### config.mk
export PLATFORM = sky130hd
export DESIGN_NAME = mips_multicycle_core
export DESIGN_NICKNAME = d
export VERILOG_FILES = /design/src/rtl/mips_multicycle_core.sv
export SDC_FILE = /design/constraint.sdc
export NUM_CORES = 2
export LEC_CHECK = 0
export BUFFER_PORTS_ARGS = -buffer_cell sky130_fd_sc_hd__buf_2
export CAP_MARGIN = 20
export CORE_MARGIN = 2
export CORE_UTILIZATION = 51
export CTS_CLUSTER_SIZE = 8
export DETAILED_ROUTE_END_ITERATION = 12
export PLACE_DENSITY = 0.67
export SLEW_MARGIN = 0
export SYNTH_ARGS = -nofsm -noshare
export SYNTH_HDL_FRONTEND = slang
export SYNTH_SLANG_ARGS = --single-unit
### constraint.sdc
create_clock -name clk -period 109.1 [get_ports clk]
set_input_delay 10.91 -clock clk [delete_from_list [all_inputs] [get_ports clk]]
set_output_delay 10.91 -clock clk [all_outputs]
set_load 0.01 [all_outputs]
### src/rtl/mips_multicycle_core.sv
// Multi-cycle MIPS-subset core: one FSM drives a shared adder, an internal register file and one unified memory port.
// Latency 3..5 cycles per instruction plus memory wait cycles; request outputs hold steady until mem_ready.
module mips_multicycle_core #(
    parameter int          REG_COUNT = 32,
    parameter int          ADDR_W    = 8,
    parameter logic [31:0] RESET_PC  = 32'h0000_0000
) (
    input  logic              clk,
    input  logic              clr,
    output logic              mem_req,
    output logic              mem_we,
    output logic [ADDR_W-1:0] mem_addr,
    output logic [31:0]       mem_wdata,
    input  logic [31:0]       mem_rdata,
    input  logic              mem_ready,
    output logic [31:0]       pc_out,
    output logic              retire,
    output logic              halted,
    output logic              F_zero,
    output logic              F_overflow
);
    localparam int RIDX_W = $clog2(REG_COUNT);

    localparam logic [5:0] OP_RTYPE = 6'h00, OP_J  = 6'h02, OP_BEQ = 6'h04;
    localparam logic [5:0] OP_ADDI  = 6'h08, OP_LW = 6'h23, OP_SW  = 6'h2B;
    localparam logic [5:0] FN_ADD = 6'h20, FN_SUB = 6'h22, FN_AND = 6'h24, FN_OR = 6'h25, FN_SLT = 6'h2A;

    typedef enum logic [2:0] {S_FETCH, S_DECODE, S_EXEC, S_MEM, S_WB, S_HALT} state_t;

    state_t      state_q, state_d;
    logic [31:0] pc_q, pc_d, ir_q, ir_d, a_q, a_d, b_q, b_d;
    logic [31:0] alu_q, alu_d, mdr_q, mdr_d;
    logic        zero_q, zero_d, ovf_q, ovf_d;
    logic [31:0] rf_q [REG_COUNT];

    logic              rf_we;
    logic [RIDX_W-1:0] rf_waddr;
    logic [31:0]       rf_wdata;

    logic [5:0]        opcode, funct;
    logic [RIDX_W-1:0] rs_idx, rt_idx, rd_idx;
    logic [31:0]       sext_imm, rs_val, rt_val;
    logic              legal;

    logic [31:0] add_a, add_b, add_b_eff, add_sum;
    logic        add_sub, add_ovf;
    logic [31:0] alu_res;
    logic        alu_ovf;

    assign opcode   = ir_q[31:26];
    assign funct    = ir_q[5:0];
    assign rs_idx   = ir_q[21 +: RIDX_W];
    assign rt_idx   = ir_q[16 +: RIDX_W];
    assign rd_idx   = ir_q[11 +: RIDX_W];
    assign sext_imm = {{16{ir_q[15]}}, ir_q[15:0]};
    assign rs_val   = rf_q[rs_idx];
    assign rt_val   = rf_q[rt_idx];

    always_comb begin
        legal = 1'b0;
        case (opcode)
            OP_RTYPE: legal = (funct == FN_ADD) || (funct == FN_SUB) || (funct == FN_AND) ||
                              (funct == FN_OR)  || (funct == FN_SLT);
            OP_J, OP_BEQ, OP_ADDI, OP_LW, OP_SW: legal = 1'b1;
            default: legal = 1'b0;
        endcase
    end

    // Single adder shared by PC increment, branch target and execute; subtraction as a + ~b + 1.
    always_comb begin
        add_a   = pc_q;
        add_b   = 32'd4;
        add_sub = 1'b0;
        case (state_q)
            S_DECODE: add_b = {sext_imm[29:0], 2'b00};
            S_EXEC: begin
                add_a = a_q;
                if (opcode == OP_RTYPE) begin
                    add_b   = b_q;
                    add_sub = (funct == FN_SUB);
                end else begin
                    add_b = sext_imm;
                end
            end
            default: ;
        endcase
    end

    assign add_b_eff = add_sub ? ~add_b : add_b;
    assign add_sum   = add_a + add_b_eff + {31'd0, add_sub};
    assign add_ovf   = (add_a[31] == add_b_eff[31]) && (add_sum[31] != add_a[31]);

    always_comb begin
        state_d   = state_q;
        pc_d      = pc_q;
        ir_d      = ir_q;
        a_d       = a_q;
        b_d       = b_q;
        alu_d     = alu_q;
        mdr_d     = mdr_q;
        zero_d    = zero_q;
        ovf_d     = ovf_q;
        mem_req   = 1'b0;
        mem_we    = 1'b0;
        mem_addr  = pc_q[ADDR_W+1:2];
        mem_wdata = '0;
        retire    = 1'b0;
        rf_we     = 1'b0;
        rf_waddr  = rt_idx;
        rf_wdata  = alu_q;
        alu_res   = add_sum;
        alu_ovf   = add_ovf;
        case (state_q)
            S_FETCH: begin
                // Request is masked while clr is held so an abandoned access is visible at once.
                mem_req = !clr;
                if (mem_ready && !clr) begin
                    ir_d    = mem_rdata;
                    pc_d    = add_sum;
                    state_d = S_DECODE;
                end
            end
            S_DECODE: begin
                a_d     = rs_val;
                b_d     = rt_val;
                alu_d   = add_sum;
                state_d = legal ? S_EXEC : S_HALT;
            end
            S_EXEC: begin
                case (opcode)
                    OP_RTYPE: begin
                        case (funct)
                            FN_AND: begin alu_res = a_q & b_q; alu_ovf = 1'b0; end
                            FN_OR:  begin alu_res = a_q | b_q; alu_ovf = 1'b0; end
                            FN_SLT: begin
                                alu_res = {31'd0, $signed(a_q) < $signed(b_q)};
                                alu_ovf = 1'b0;
                            end
                            default: ;
                        endcase
                        alu_d   = alu_res;
                        zero_d  = (alu_res == 32'd0);
                        ovf_d   = alu_ovf;
                        state_d = S_WB;
                    end
                    OP_ADDI: begin
                        alu_d   = add_sum;
                        zero_d  = (add_sum == 32'd0);
                        ovf_d   = add_ovf;
                        state_d = S_WB;
                    end
                    OP_LW, OP_SW: begin
                        alu_d   = add_sum;
                        state_d = S_MEM;
                    end
                    OP_BEQ: begin
                        if (a_q == b_q) pc_d = alu_q;
                        retire  = 1'b1;
                        state_d = S_FETCH;
                    end
                    OP_J: begin
                        pc_d    = {pc_q[31:28], ir_q[25:0], 2'b00};
                        retire  = 1'b1;
                        state_d = S_FETCH;
                    end
                    default: state_d = S_HALT;
                endcase
            end
            S_MEM: begin
                mem_req  = 1'b1;
                mem_addr = alu_q[ADDR_W+1:2];
                if (opcode == OP_SW) begin
                    mem_we    = 1'b1;
                    mem_wdata = b_q;
                end
                if (mem_ready) begin
                    if (opcode == OP_SW) begin
                        retire  = 1'b1;
                        state_d = S_FETCH;
                    end else begin
                        mdr_d   = mem_rdata;
                        state_d = S_WB;
                    end
                end
            end
            S_WB: begin
                if (opcode == OP_RTYPE) begin
                    rf_waddr = rd_idx;
                end else if (opcode == OP_LW) begin
                    rf_wdata = mdr_q;
                end
                rf_we   = (rf_waddr != '0);
                retire  = 1'b1;
                state_d = S_FETCH;
            end
            S_HALT: ;
            default: state_d = S_HALT;
        endcase
    end

    always_ff @(posedge clk or posedge clr) begin
        if (clr) begin
            state_q <= S_FETCH;
            pc_q    <= RESET_PC;
            ir_q    <= '0;
            a_q     <= '0;
            b_q     <= '0;
            alu_q   <= '0;
            mdr_q   <= '0;
            zero_q  <= 1'b0;
            ovf_q   <= 1'b0;
        end else begin
            state_q <= state_d;
            pc_q    <= pc_d;
            ir_q    <= ir_d;
            a_q     <= a_d;
            b_q     <= b_d;
            alu_q   <= alu_d;
            mdr_q   <= mdr_d;
            zero_q  <= zero_d;
            ovf_q   <= ovf_d;
        end
    end

    // R0 is never written, so it reads as zero without a dedicated read mux.
    always_ff @(posedge clk or posedge clr) begin
        if (clr) begin
            for (int i = 0; i < REG_COUNT; i++) rf_q[i] <= '0;
        end else if (rf_we) begin
            rf_q[rf_waddr] <= rf_wdata;
        end
    end

    assign pc_out     = pc_q;
    assign halted     = (state_q == S_HALT);
    assign F_zero     = zero_q;
    assign F_overflow = ovf_q;
endmodule

# ---- Word level (Yosys, flattened, before mapping)
# Cells that the tools add are included.
dict set report word_totals {
  reg_bits 1221
  latch_bits 0
  ram_bits 0
  mem_bits_ro 0
  inputBits 35
  mem_count 0
}
dict set report op_classes {
  add_sub_neg 2
  multipliers 0
  n_div 0
  magnitude_cmp 5
  eq_ne 26
  n_shift 0
  mux 50
  bitwise_logic 8
  n_reduce_logical 29
}
# operator n
set ops {}
lappend ops {{bitwise mux 1024 bit} 1}
lappend ops {{2-to-1 mux 32 bit} 17}
lappend ops {{binary-select mux 32 bit (select 5 bit)} 2}
lappend ops {{case mux 32 bit (2 select lines)} 5}
lappend ops {{demux 32 bit (select 5 bit)} 1}
lappend ops {{case mux 32 bit (3 select lines)} 1}
lappend ops {{zero test 32 bit} 2}
lappend ops {{== test 6 bit (second input constant)} 7}
lappend ops {{adder 32 x 1 -> 32 bit} 1}
lappend ops {{adder 32 bit} 1}
lappend ops {{AND 32 bit} 1}
lappend ops {{== test 32 bit} 1}
lappend ops {{less-than comparator 32 bit} 1}
lappend ops {{NOT 32 bit} 1}
lappend ops {{OR 32 bit} 1}
lappend ops {{greater-or-equal comparator 6 bit (second input constant)} 3}
lappend ops {{NOT 5 -> 6 bit} 3}
lappend ops {{case mux 3 bit (6 select lines)} 1}
lappend ops {{2-to-1 mux 5 bit} 3}
lappend ops {{2-to-1 mux 3 bit} 4}
lappend ops {{!= test 2 bit (second input constant)} 5}
lappend ops {{case mux 3 bit (3 select lines)} 1}
lappend ops {{2-to-1 mux 1 bit} 8}
lappend ops {{2-to-1 mux 8 bit} 1}
lappend ops {{other kinds (28)} 48}

# ---- Longest topological paths before layout
dict set report logic_depth {
  depth_word 12
  depth_mapped 21
  ltp_nobuf 17
}

# ---- Worst setup path before layout
# OpenSTA, ideal clock, no wires.
dict set report synth_path {
  path_type {input-to-output}
  from {in clr}
  to {out mem_req}
  t_arrival_ns 37.032
  slack_ns 61.158
  cell_stages 3
  n_path_buf 0
  path_cell_list {inv_1 -> nand2_1 -> a21oi_1}
}
dict set report synth_between {
  elab_chain_cells 2
}
# item line_no
set synth_rtl {}
lappend synth_rtl {{start, declared} 9} ;# input logic clr,
lappend synth_rtl {{zero test 1 bit (no line)} n/a}
lappend synth_rtl {{case mux 1 bit (2 select lines)} 113} ;# case (state_q)
lappend synth_rtl {{end, declared} 10} ;# output logic mem_req,
# Every way passes these cells.

# ---- Worst setup path in the final report
# Ends and elaborated chain as after synthesis.

==> out/qor.txt <==
H-Tree Depth - 4
LEAKAGE - 31.70 nW
Hold Vio Cnt, Final - 0
Maxcap violations - 0
Count leader, synth - dfrtp_1
GPL Wtd Cong - 0.9820
Status - finished, final reports clean
Maximum fanout along the worst path - 102
WL/cell - 28.01 microns
Number of placement rows - 132
Final worst slack - 86.18 ns
Synth Register Bits - 1221
Comb pwr share - 45.0%
Yosys top cell by area - dfrtp_1
Core ar. - 129600 sq um
Total number of vias - 50190
Hold Slack - 0.3893 ns
WS Path Type - in2out
Gates resized, CTS repair - 0
Min-delay worst type - reg2reg
Ys async rst share - 100.0%
CP bufs+invs - 3
Routed vias/inst - 6.544
DIE WIDTH - 365.8 microns
Fin Setup TNS - 0 ns
Reg power frac - 34.3%
CTS max path bufs - 3
CP required - 98.19 ns
Distinct cells, synth - 89
Share of cells above drive strength 1 - 21.25%
Slowest CP cell - inv_8
Pin count of the biggest net entering global routing - 134
Mapped Nets - 6251
EDFF count, synth - 0
Pint - 1.379 mW
Min Tclk post-route - 22.92 ns
Post-CTS setup buffer count - 0
Crit path DAT - 12.01 ns
Sink Count - 1221
Clock-pin slew on the worst setup and hold paths - 0.05 ns
Die Area - 133800 sq um
Initial DRC count - 5972
Slew Viols, Final - 0
DR pass1 iterations - 6
Yosys warning total - 0
CTS Buf Count - 171
Crit path max-delay family - buffers and inverters
Syn Std Cell Area - 66750 sq um
Drc violations - 0
Clock latency on the worst-skew pair - 0.82 ns
Max_slew headroom - 20.44%
Clock root cell - clkbuf_16
Pre-CTS setup slack - 86.14 ns
Main flop type after synthesis - dfrtp_1
Mapped Cells - 6087
Initial antenna violation count - 1
Net Switching - 0.9579 mW
PwrDens - 31.95 nW/um^2
Port Buffer Count - 112
Final instance area - 73160 sq um
Setup crit start kind - input pin
Dominant cells by area after synthesis - dfrtp_1, mux4_2, a21oi_1, o21ai_0, nor2_1
Crit share post-route - 21.01%
DP HPWL - 131500 microns
Maximum vdd ir drop - 0.02172 mV
First-pass GRT wire length - 323400 microns
Non-Filler Instances - 7669
Final setup skew - 0.03172 ns
Unrepaired setup endpoints after global routing - no
Crit path cell chain - buf_2 > inv_8 > nand2_1 > a21oi_1 > buf_2
Overall routed net length - 214800 microns
Dpl cells - 7468
Worst path max stage delay - 0.53 ns
GRT Util Overall - 32.38%
DIE HEIGHT - 365.8 microns
Clk network pwr share - 20.7%
ANT nets after route - 0
Peak Freq - 0.04363 GHz
Syn-to-layout area delta - 9.609%
Synth top cells by count - dfrtp_1, a21oi_1, nor2_1
Setup Viol. Count Final - 0
Dpl cell area - 68430 sq um
Slew @ Worst Pin - 1.193 ns
Nets - 6067
Cts hold-fix bufs - 0
Switching share of total power - 40.98%
Avg Inst Size Synth - 10.97 sq um
Most common cell on crit path - buf_2
Final global-route overflow total - 0
I/O Pins - 113
Number of global-route vias before repair - 49680
Initial Utilization - 51.48%
CTS tree - done
Yosys top cell area share - 45.78%
Worst setup EP type - output pin
Sequential fraction of the synthesis area - 45.78%
==> state kept, by name, summed over array words and instances (netlist names), 3 cells and up <==
register,cells
pc_out,32
alu_q,32
ir_q,32
mdr_q,32
state_q,3
rf_q,1024
a_q,32
b_q,32
==> layout by cell type, fill, tap and decap left out, drive strengths merged, types with 60 or more instances in the layout <==
| cell | netlist | routed |
|---|---|---|
| dfrtp | 1221 | 1221 |
| inv | 101 | 105 |
| nor3 | 60 | 60 |
| a21oi | 749 | 749 |
| ha | 128 | 128 |
| mux2 | 73 | 73 |
| buf | 163 | 235 |
| clkbuf | 429 | 185 |
| nand2 | 711 | 711 |
| mux2i | 124 | 124 |
| mux4 | 640 | 640 |
| o21ai | 600 | 600 |
| nor2 | 735 | 735 |
==> worst paths after layout <==
kind	start	endpoint	slack (ns)	depth (start not counted)
max in group asynchronous	clr	rf_q[563]	95.59	5
min	rf_q[1015]	rf_q[1015]	0.39	0
max	clr	mem_req	86.18	5
max reg2reg	state_q[2]	F_zero	102.84	16
min reg2reg	rf_q[1015]	rf_q[1015]	0.39	0
min in group asynchronous	clr	rf_q[365]	10.28	2
==> worst register-to-register path: cells and delay by family, from the launching register on <==
kind                     cells  cell delay, ns
XOR/XNOR                     2            0.58
buffers and inverters        2            1.39
AND/OR/NAND/NOR              3            0.47
adder cells (fa/ha/maj)      1            0.43
AO/OA/AOI/OAI                8            2.71
flip-flops                   1            0.57
==> cells by family (layout without fill, tap and decap cells) <==
family,after synthesis,in the layout,synth area share [%]
simple gates,1654,1654,10.27
compound gates,1504,1504,12.06
flops,1221,1221,45.78
mux,837,837,24.71
buf+inv,693,532,4.120
fa+ha+maj,129,129,2.429
xor+xnor,49,49,0.6430
other cells,0,1,0
==> cell type report <==
| cell class | count | area (sq um) |
|---|---|---|
| diodes | 1 | 2.502 |
| well taps | 1742 | 2180 |
| multi-input cells | 4173 | 33780 |
| flip-flops and latches | 1221 | 30590 |
| inverters | 101 | 386.6 |
| fillers | 10730 | 56490 |
| repair buffers | 235 | 1551 |
| clock inverters | 11 | 201.4 |
| clock buffers | 185 | 4469 |
==> power groups by stage <==
stage                     combinational, mW  clock [mW]  sequential, mW
after CTS                              1.04       0.489           0.797
after floorplan                       0.771           0           0.727
final                                  1.05       0.485           0.802
after global routing                   1.12       0.508           0.824
after detailed placement               1.03           0           0.802
after global placement                 1.02           0           0.787
==> metal layers <==
metal	part of all wire [%]	global-route usage [%]	routed length, microns
met5	0.0061	0	13
met4	5.6	17.01	11990
met3	9.5	6.950	20440
met2	46	49.94	99730
met1	38	43.41	82610
==> through the flow <==
| step | power [mW] | util, % |
|---|---|---|
| after global routing | 2.458 | 56.43 |
| final | 2.337 | 56.43 |
| after floorplan | 1.498 | - |
| after detailed placement | 1.833 | 52.78 |
| after global placement | 1.803 | 52.76 |
| after CTS | 2.323 | 56.38 |
Note: power is estimated with default switching activity, not from simulation.
